==> src/rtl/param_tx_serializer_if.sv <==
// Word-in / bit-out bus of the parametrised TX serializer.
// A word transfers on a rising CLK edge where in_valid && in_ready; in_data,
// in_msb_first and in_par_odd must be held stable while in_valid is high and
// in_ready is low, and in_ready never depends combinationally on in_valid.
interface param_tx_serializer_if #(
  parameter int DATA_WIDTH = 8
);
  logic [DATA_WIDTH-1:0] in_data;
  logic                  in_msb_first;
  logic                  in_par_odd;
  logic                  in_valid;
  logic                  in_ready;
  logic                  ser_out;
  logic                  par_bit;
  logic                  busy;
  logic                  ser_done;

  modport master (
    output in_data, in_msb_first, in_par_odd, in_valid,
    input  in_ready, ser_out, par_bit, busy, ser_done
  );

  modport slave (
    input  in_data, in_msb_first, in_par_odd, in_valid,
    output in_ready, ser_out, par_bit, busy, ser_done
  );
endinterface

==> src/rtl/param_tx_serializer.sv <==
// Parametrised TX serializer: one-word holding buffer feeding a shift register
// that emits one bit per EN strobe, with per-word bit order and parity type.
module param_tx_serializer #(
  parameter int   DATA_WIDTH = 8,
  parameter logic IDLE_LEVEL = 1'b1,
  localparam int  CNT_W      = $clog2(DATA_WIDTH + 1)
) (
  input  logic             CLK,
  input  logic             RST,
  input  logic             EN,
  param_tx_serializer_if.slave bus,
  output logic             state_dbg,
  output logic [CNT_W-1:0] cnt_dbg
);

  typedef enum logic {
    IDLE  = 1'b0,
    SHIFT = 1'b1
  } state_t;

  localparam logic [CNT_W-1:0] CNT_LAST = CNT_W'(DATA_WIDTH);

  state_t                state;
  logic [CNT_W-1:0]      cnt;
  logic [DATA_WIDTH-1:0] sreg;
  logic                  order_msb;
  logic [DATA_WIDTH-1:0] hold_data;
  logic                  hold_msb;
  logic                  hold_odd;
  logic                  hold_full;
  logic                  ser_out_q;
  logic                  par_bit_q;
  logic                  ser_done_q;
  logic                  transfer;
  logic                  emit_bit;
  logic [DATA_WIDTH-1:0] sreg_shifted;
  logic                  load_par;

  assign transfer     = bus.in_valid && !hold_full;
  assign emit_bit     = order_msb ? sreg[DATA_WIDTH-1] : sreg[0];
  assign sreg_shifted = order_msb ? (sreg << 1) : (sreg >> 1);
  assign load_par     = (^hold_data) ^ hold_odd;

  always_ff @(posedge CLK) begin
    if (!RST) begin
      state      <= IDLE;
      cnt        <= '0;
      sreg       <= '0;
      order_msb  <= 1'b0;
      hold_data  <= '0;
      hold_msb   <= 1'b0;
      hold_odd   <= 1'b0;
      hold_full  <= 1'b0;
      ser_out_q  <= IDLE_LEVEL;
      par_bit_q  <= 1'b0;
      ser_done_q <= 1'b0;
    end else begin
      ser_done_q <= 1'b0;

      // Transfer only when empty and load only when full, so the two
      // hold_full updates below can never collide.
      if (transfer) begin
        hold_data <= bus.in_data;
        hold_msb  <= bus.in_msb_first;
        hold_odd  <= bus.in_par_odd;
        hold_full <= 1'b1;
      end

      case (state)
        IDLE: begin
          ser_out_q <= IDLE_LEVEL;
          if (hold_full) begin
            sreg      <= hold_data;
            order_msb <= hold_msb;
            par_bit_q <= load_par;
            cnt       <= '0;
            hold_full <= 1'b0;
            state     <= SHIFT;
          end
        end

        SHIFT: begin
          if (EN) begin
            if (cnt < CNT_LAST) begin
              ser_out_q <= emit_bit;
              sreg      <= sreg_shifted;
              cnt       <= cnt + 1'b1;
            end else begin
              // Stop period of the word: pulse done and reload if a word waits.
              ser_done_q <= 1'b1;
              ser_out_q  <= IDLE_LEVEL;
              if (hold_full) begin
                sreg      <= hold_data;
                order_msb <= hold_msb;
                par_bit_q <= load_par;
                cnt       <= '0;
                hold_full <= 1'b0;
              end else begin
                state <= IDLE;
              end
            end
          end
        end

        default: state <= IDLE;
      endcase
    end
  end

  assign bus.in_ready = !hold_full;
  assign bus.ser_out  = ser_out_q;
  assign bus.par_bit  = par_bit_q;
  assign bus.busy     = (state == SHIFT);
  assign bus.ser_done = ser_done_q;
  assign state_dbg    = state;
  assign cnt_dbg      = cnt;

endmodule

==> src/flat_wrapper.sv <==
// flat-port wrapper written by rule: the top's interface ports become plain ports
module param_tx_serializer_flat 
#(
  parameter int   DATA_WIDTH = 8,
  parameter logic IDLE_LEVEL = 1'b1,
  localparam int  CNT_W      = $clog2(DATA_WIDTH + 1)
)
  (CLK, RST, EN, state_dbg, cnt_dbg, bus_in_data, bus_in_msb_first, bus_in_par_odd, bus_in_valid, bus_in_ready, bus_ser_out, bus_par_bit, bus_busy, bus_ser_done);
  param_tx_serializer_if #(.DATA_WIDTH(DATA_WIDTH)) bus_i ();
  input  logic CLK;
  input  logic RST;
  input  logic EN;
  output logic state_dbg;
  output logic [CNT_W-1:0] cnt_dbg;
  input wire logic [$bits(bus_i.in_data)-1:0] bus_in_data;
  input wire logic [$bits(bus_i.in_msb_first)-1:0] bus_in_msb_first;
  input wire logic [$bits(bus_i.in_par_odd)-1:0] bus_in_par_odd;
  input wire logic [$bits(bus_i.in_valid)-1:0] bus_in_valid;
  output wire logic [$bits(bus_i.in_ready)-1:0] bus_in_ready;
  output wire logic [$bits(bus_i.ser_out)-1:0] bus_ser_out;
  output wire logic [$bits(bus_i.par_bit)-1:0] bus_par_bit;
  output wire logic [$bits(bus_i.busy)-1:0] bus_busy;
  output wire logic [$bits(bus_i.ser_done)-1:0] bus_ser_done;
  assign bus_i.in_data = bus_in_data;
  assign bus_i.in_msb_first = bus_in_msb_first;
  assign bus_i.in_par_odd = bus_in_par_odd;
  assign bus_i.in_valid = bus_in_valid;
  assign bus_in_ready = bus_i.in_ready;
  assign bus_ser_out = bus_i.ser_out;
  assign bus_par_bit = bus_i.par_bit;
  assign bus_busy = bus_i.busy;
  assign bus_ser_done = bus_i.ser_done;
  param_tx_serializer #(.DATA_WIDTH(DATA_WIDTH), .IDLE_LEVEL(IDLE_LEVEL)) u_core (.CLK(CLK), .RST(RST), .EN(EN), .bus(bus_i), .state_dbg(state_dbg), .cnt_dbg(cnt_dbg));
endmodule
==> config.mk <==
export PLATFORM = sky130hd
export DESIGN_NAME = param_tx_serializer_flat
export DESIGN_NICKNAME = d
export VERILOG_FILES = /design/src/rtl/param_tx_serializer_if.sv /design/src/rtl/param_tx_serializer.sv /design/src/flat_wrapper.sv
export SDC_FILE = /design/constraint.sdc
export NUM_CORES = 1
export LEC_CHECK = 0
export CORE_MARGIN = 5
export CORE_UTILIZATION = 35
export DETAILED_ROUTE_END_ITERATION = 7
export MAX_ROUTING_LAYER = met4
export PLACE_DENSITY = 0.65
export SLEW_MARGIN = 0
export SYNTH_ARGS = -nofsm -noshare
export SYNTH_HDL_FRONTEND = slang
export SYNTH_SLANG_ARGS = --single-unit
==> constraint.sdc <==
create_clock -name CLK -period 1.5 [get_ports CLK]
set_input_delay 0.3 -clock CLK [delete_from_list [all_inputs] [get_ports CLK]]
set_output_delay 0.3 -clock CLK [all_outputs]
set_load 0.05 [all_outputs]
Yosys cells after proc, flatten, opt, wreduce, memory -nomap -nowiden
Index checks and enable logic that the tools add are counted.
{"block": "op_classes", "n_addsub": 1, "magnitude_cmp": 1, "n_eq_ne": 2, "n_mux": 31, "n_bitwise": 2, "reduce_logical": 5}
{"op": "8-bit two-way mux", "count": 4}
{"op": "1-bit two-way mux", "count": 17}
{"op": "8-bit one-hot mux with 2 select lines", "count": 1}
{"op": "4-bit two-way mux", "count": 3}
{"op": "1-bit one-hot mux with 2 select lines", "count": 5}
{"op": "4-bit one-hot mux with 2 select lines", "count": 1}
{"op": "8-bit parity", "count": 1}
{"op": "4-bit by 1-bit adder with 4-bit output (second input constant)", "count": 1}
{"op": "4-bit less-than comparator (second input constant)", "count": 1}
{"op": "2-bit != test (second input constant)", "count": 2}
{"op": "3-bit AND reduction", "count": 1}
{"op": "2-bit AND reduction", "count": 1}
{"op": "1-bit logical AND", "count": 1}
{"op": "1-bit logical NOT", "count": 1}
{"op": "1-bit inverter", "count": 1}
{"op": "1-bit XOR", "count": 1}
{"block": "word_totals", "ff_bits": 28, "input_bits": 14, "out_inout_bits": 10, "word_cells": 53}

Depth between registers and ports, before layout
{"block": "logic_depth", "word_depth": 7, "mapped_depth": 5, "mapped_depth_nobuf": 4}

Worst setup path after synthesis
Ideal clock, no wire load.
{"block": "synth_path", "kind": "flip-flop to flip-flop", "startpoint": "register u_core.state (netlist: u_core.bus.busy)", "endpoint": "register u_core.cnt[2] (netlist: u_core.cnt_dbg[2])", "setup_ns": 0.065, "arrival_time_ns": 1.515, "t_required_ns": 1.435, "setup_slack_ns": -0.080, "path_stages_with_launch": 6, "path_buffers": 1, "synth_period_minus_slack_ns": 1.580, "cell_sequence": "dfxtp_1 and3b_2 buf_4 nand2_1 xor2_1 nor2_1"}
{"block": "synth_via", "elab_chain_len": 2, "word_cells_on_any_way": 3, "cone_classes": "eq/ne (1); mux (1); bitwise (1)"}
{"element": "from (decl)", "line_no": "param_tx_serializer.sv:23", "rtl": "state_t state;"}
{"element": "from (signal assigned)", "line_no": "param_tx_serializer.sv:46", "rtl": "state <= IDLE;"}
{"element": "from (signal assigned)", "line_no": "param_tx_serializer.sv:78", "rtl": "state <= SHIFT;"}
{"element": "from (signal assigned)", "line_no": "param_tx_serializer.sv:99", "rtl": "state <= IDLE;"}
{"element": "1-bit inverter", "line_no": "param_tx_serializer.sv:69", "rtl": "case (state)"}
{"element": "4-bit one-hot mux with 2 select lines", "line_no": "param_tx_serializer.sv:69"}
{"element": "to (signal assigned)", "line_no": "param_tx_serializer.sv:87", "rtl": "cnt <= cnt + 1'b1;"}
{"element": "to (decl)", "line_no": "param_tx_serializer.sv:24", "rtl": "logic [CNT_W-1:0] cnt;"}
Parallel ways exist; a longest one is shown, timed or not.
A chain may end at the register's enable or synchronous reset.

Worst setup path in the final report
{"block": "layout_path", "startpoint": "input EN", "endpoint": "register u_core.sreg[2]"}
{"block": "layout_via", "elab_chain_len": 1}
{"element": "from (decl)", "line_no": "flat_wrapper.sv:12", "rtl": "input logic EN;"}
{"element": "2-bit != test (no line)"}
{"element": "to (signal assigned)", "line_no": "param_tx_serializer.sv:73", "rtl": "sreg <= hold_data;"}
{"element": "to (signal assigned)", "line_no": "param_tx_serializer.sv:86", "rtl": "sreg <= sreg_shifted;"}
{"element": "to (signal assigned)", "line_no": "param_tx_serializer.sv:93", "rtl": "sreg <= hold_data;"}
{"element": "to (decl)", "line_no": "param_tx_serializer.sv:25", "rtl": "logic [DATA_WIDTH-1:0] sreg;"}
No other way between the ends.

==> summary.md <==
| Metric | Value |
|---|---|
| Run status | `complete, no violations` |
| Fin. Hold Viols | `0` |
| Clock tree from TritonCTS | `done` |
| Category of the most critical setup path | `in -> reg` |
| Number of max-capacitance violations reported | `0` |
| Top cell type by total area after synthesis | `dfxtp_1` |
| Remaining number of nets flagged by the antenna check after routing | `0` |
| Synth area leaders | `dfxtp_1 43%, a21boi_0 11%, nand2_1 11%, mux2_2 6.0%, xnor3_1 3.4%` |
| Synthesized netlist cell count | `146` |
| Layout cell share with drive strength beyond 1 | `21.3%` |
| I/O pin total | `24` |
| Worst hold path startpoint | `u_core.hold_msb` |
| Initial standard-cell utilization of the core | `a little over a third` |
| Pin count of the biggest net entering global routing | `20` |
| Sinks on the clock net | `28` |
| Synth-to-layout area growth | `40.0%` |
| Area of the mapped netlist | `1320 um^2` |
| DIE WIDTH | `71.4 um` |
| Kind of cell adding the most delay to the critical path | `compound AO/OA/AOI/OAI gates` |
| Gates resized, CTS repair | `0` |
| Via count of the first global-routing pass | `1166` |
| Count of pins over their slew limit | `0` |
| Die extent in y | `between 70 and 80 um` |
| P_int | `about 0.0013 W` |
| Average instance area after synthesis | `roughly 9 um^2` |
| Worst stage delay on the critical path | `between 0.4 and 0.5 ns` |
| Cells traversed along the worst timing path | `clkdlybuf4s50_1 > nand2b_1 > a21oi_4 > nand2_1 > a21boi_0` |
| Power per Cell Area | `between 900 and 1000 nW/um^2` |
| Largest driver fanout on the critical path | `8` |
| Fraction of the core area covered by cells at the end of the flow | `50.4%` |
| Share of power burned in registers | `between 40% and 50%` |
| Post-CTS repair timing setup buffer count | `0` |
| Relative contribution of the clock network to total power | `about 34%` |
| Startpoint type of the worst setup path | `input port` |
| Setup slack of the most critical reg-to-reg path | `about 0.12 ns` |
| Clock Latency Late Sink | `0.27 ns` |
| Total routing usage reported by global routing | `12.5%` |
| Antenna diode count | `0` |
| Overflow left after global routing | `0` |
| Sort of element at the end of the critical path | `flop` |
| Number of buffers added on ports | `23` |
| Path class of the lowest-slack min-delay path | `reg -> reg` |
| Setup repair after global routing missed its margin | `false` |
| Reg2Reg Launch Point | `u_core.order_msb` |
| Ratio of routed vias to standard cells | `4.84` |
| Setup slack after layout | `0.0827 ns` |
| Maximum clock skew at final layout | `around 0.0065 ns` |
| Worst Hold Depth | `2` |
| RePlAce Congestion | `0.761` |
| Total Power Consumption | `0.00178 W` |
| Layout net count | `194` |
| Number of placed instances with taps included | `222` |
| Standby leakage power | `0.739 nW` |
| Quantity of hold-fixing buffers added after cts | `0` |
| Deepest clock path buffer count | `2` |
| Pre-Repair DR Iteration Count | `4` |
| Synthesized netlist net count | `approximately 160` |
| Placeable core area | `between 3000 and 4000 um^2` |
| Peak ir drop on the vdd network | `0.469 mV` |
| Stages on the worst setup path | `5` |
| Proportion of total power due to net switching | `about a quarter` |
| Synth top area share | `approximately 43%` |
| FMAX | `706 MHz` |
| Crit. Startpoint | `EN` |
| Net switching power figure | `0.000447 W` |
| Global-route wire length before repair | `5.09 mm` |
| Antenna violations before repair | `0` |
| Portion of total power attributed to combinational logic | `20.1%` |
| Routed via count | `between 1000 and 1500` |
| Die outline area | `5100 um^2` |
| Worst-Margin Slew | `0.408 ns` |
| Count of warnings emitted by yosys | `0` |
| Portion of the post-synthesis area used by sequential elements | `roughly 43%` |
| Count of non-filler cells in the finished layout | `between 200 and 250` |
| Slowest stage cell, crit path | `clkdlybuf4s50_1` |
| Number of remaining DRC errors | `0` |
| Shortest clock period the worst path allows after layout | `1.42 ns` |
| Register clock-pin slew on the reported worst setup and hold paths | `0.10 ns` |
| Cell at the root of the clock tree | `clkbuf_8` |
| Number of design-rule violations left by the first detailed-router iteration | `101` |
| Std cell rows | `22` |
| Number of synthesized register bits | `28` |
| Netlist cell types | `31` |
| H-Tree Depth | `1` |
| Combined buffer and inverter count along the critical path | `1` |
| Normalized max-slew margin | `72.8%` |
| Arrival time of the worst setup path | `between 1.5 and 2 ns` |
| Avg WL per Cell | `13.1 um` |
| Number of buffers created by CTS | `3` |
| HPWL Detailed | `2.33 mm` |
| Worst slack, placed | `-0.225 ns` |
| Total Wirelength | `just under 3 mm` |
| Fraction of the cycle the final worst path needs | `94.5%` |
| Path depth of the worst reg2reg path | `3` |
| Worst hold slack | `0.484 ns` |
| Data required time at the worst endpoint | `about 1.7 ns` |
| Final setup violation count | `0` |
[flip-flops by register name, summed over array words and instances (netlist names)]
register             cells
u_core.hold_data         8
u_core.sreg              8
u_core.cnt_dbg           4
u_core.bus.busy          1
u_core.bus.par_bit       1
u_core.bus.ser_done      1
u_core.bus.ser_out       1
u_core.hold_full         1
u_core.hold_msb          1
u_core.hold_odd          1
u_core.order_msb         1
[path summary, 6_finish.rpt]
| check | to |
|---|---|
| min reg2reg | u_core.order_msb |
| max | u_core.sreg[2] |
| min | u_core.order_msb |
| max reg2reg | u_core.sreg[2] |
[cell families (layout without fill, tap and decap cells)]
| group | count (synthesis) | count (layout) | share of synthesized area (%) |
|---|---|---|---|
| flip-flops | 28 | 28 | 42.5 |
| buffers and inverters | 10 | 42 | 3.79 |
| AND/OR/NAND/NOR | 57 | 57 | 18.9 |
| adder cells (fa/ha/maj) | 1 | 1 | 0.949 |
| AO/OA/AOI/OAI | 35 | 35 | 20.4 |
| XOR/XNOR | 7 | 7 | 6.74 |
| multiplexers | 8 | 8 | 6.74 |
[synth_stat cells]
master     number
xnor2_1         3
buf_2           1
a32oi_1         2
and3b_2         1
o22ai_1         4
xnor3_1         2
a21oi_4         1
xor2_1          2
a21oi_1         1
a21bo_2         1
a22oi_1         2
ha_1            1
o21ai_0         1
buf_1           1
dfxtp_1        28
buf_4           3
mux2i_1         1
o2111ai_1       1
nand4_1         2
nor3b_1         1
a21boi_1        1
a21boi_0       20
a211o_1         1
inv_1           3
nor2b_1         1
nand2_1        38
clkbuf_1        2
nand2b_1        2
mux2_2          7
and3_1          5
nor2_1          7
[cell usage in the layout (no fill, tap or decap), drive strengths merged, types with 3 or more instances in the layout]
cell type	count
mux2	7
inv	3
buf	22
clkdlybuf4s50	13
dfxtp	28
nor2	7
nand2	38
a21boi	21
and3	5
clkbuf	3
o22ai	4
xnor2	3
[metal layers]
| layer | global-route usage (%) | vias up | part of all wire (%) |
|---|---|---|---|
| met5 | - | - | 0 |
| met2 | 20.9 | 16 | 50 |
| li1 | - | 566 | - |
| met1 | 15.7 | 510 | 47 |
| met4 | 3.76 | 0 | 0.91 |
| met3 | 1.68 | 2 | 1.8 |
[area by class of cell]
type	instances	area (um^2)
Fill cell	330	1810
Clock buffer	3	41.3
Sequential cell	28	563
Timing Repair Buffer	35	433
Clock inverter	1	30.0
Tap cell	48	60.1
Inverter	3	11.3
Multi-Input combinational cell	108	708
[power by group through the flow]
stage	Sequential, W	Clock [W]	Combinational, W
2_1_floorplan	0.000854	0	0.000178
3_3_place_gp	0.000839	0	0.000347
3_5_place_dp	0.000841	0	0.000358
4_1_cts	0.000824	0.000609	0.000360
5_1_grt	0.000829	0.000630	0.000387
6_report	0.000824	0.000596	0.000358
[worst min-delay path, cell delays in order, from the launching register on]
cell	delay (ns)
dfxtp_1	0.33
nand2_1	0.05
a21boi_0	0.06
[stage by stage]
step / cell area [um^2] / TNS (ns)
after CTS: 1850 / 0
after floorplan: 1320 / 0
after global routing: 1850 / 0
final: 1850 / 0
after detailed placement: 1780 / -1.83
after global placement: 1780 / -1.41
No activity file was read; power rests on OpenSTA's default activity.
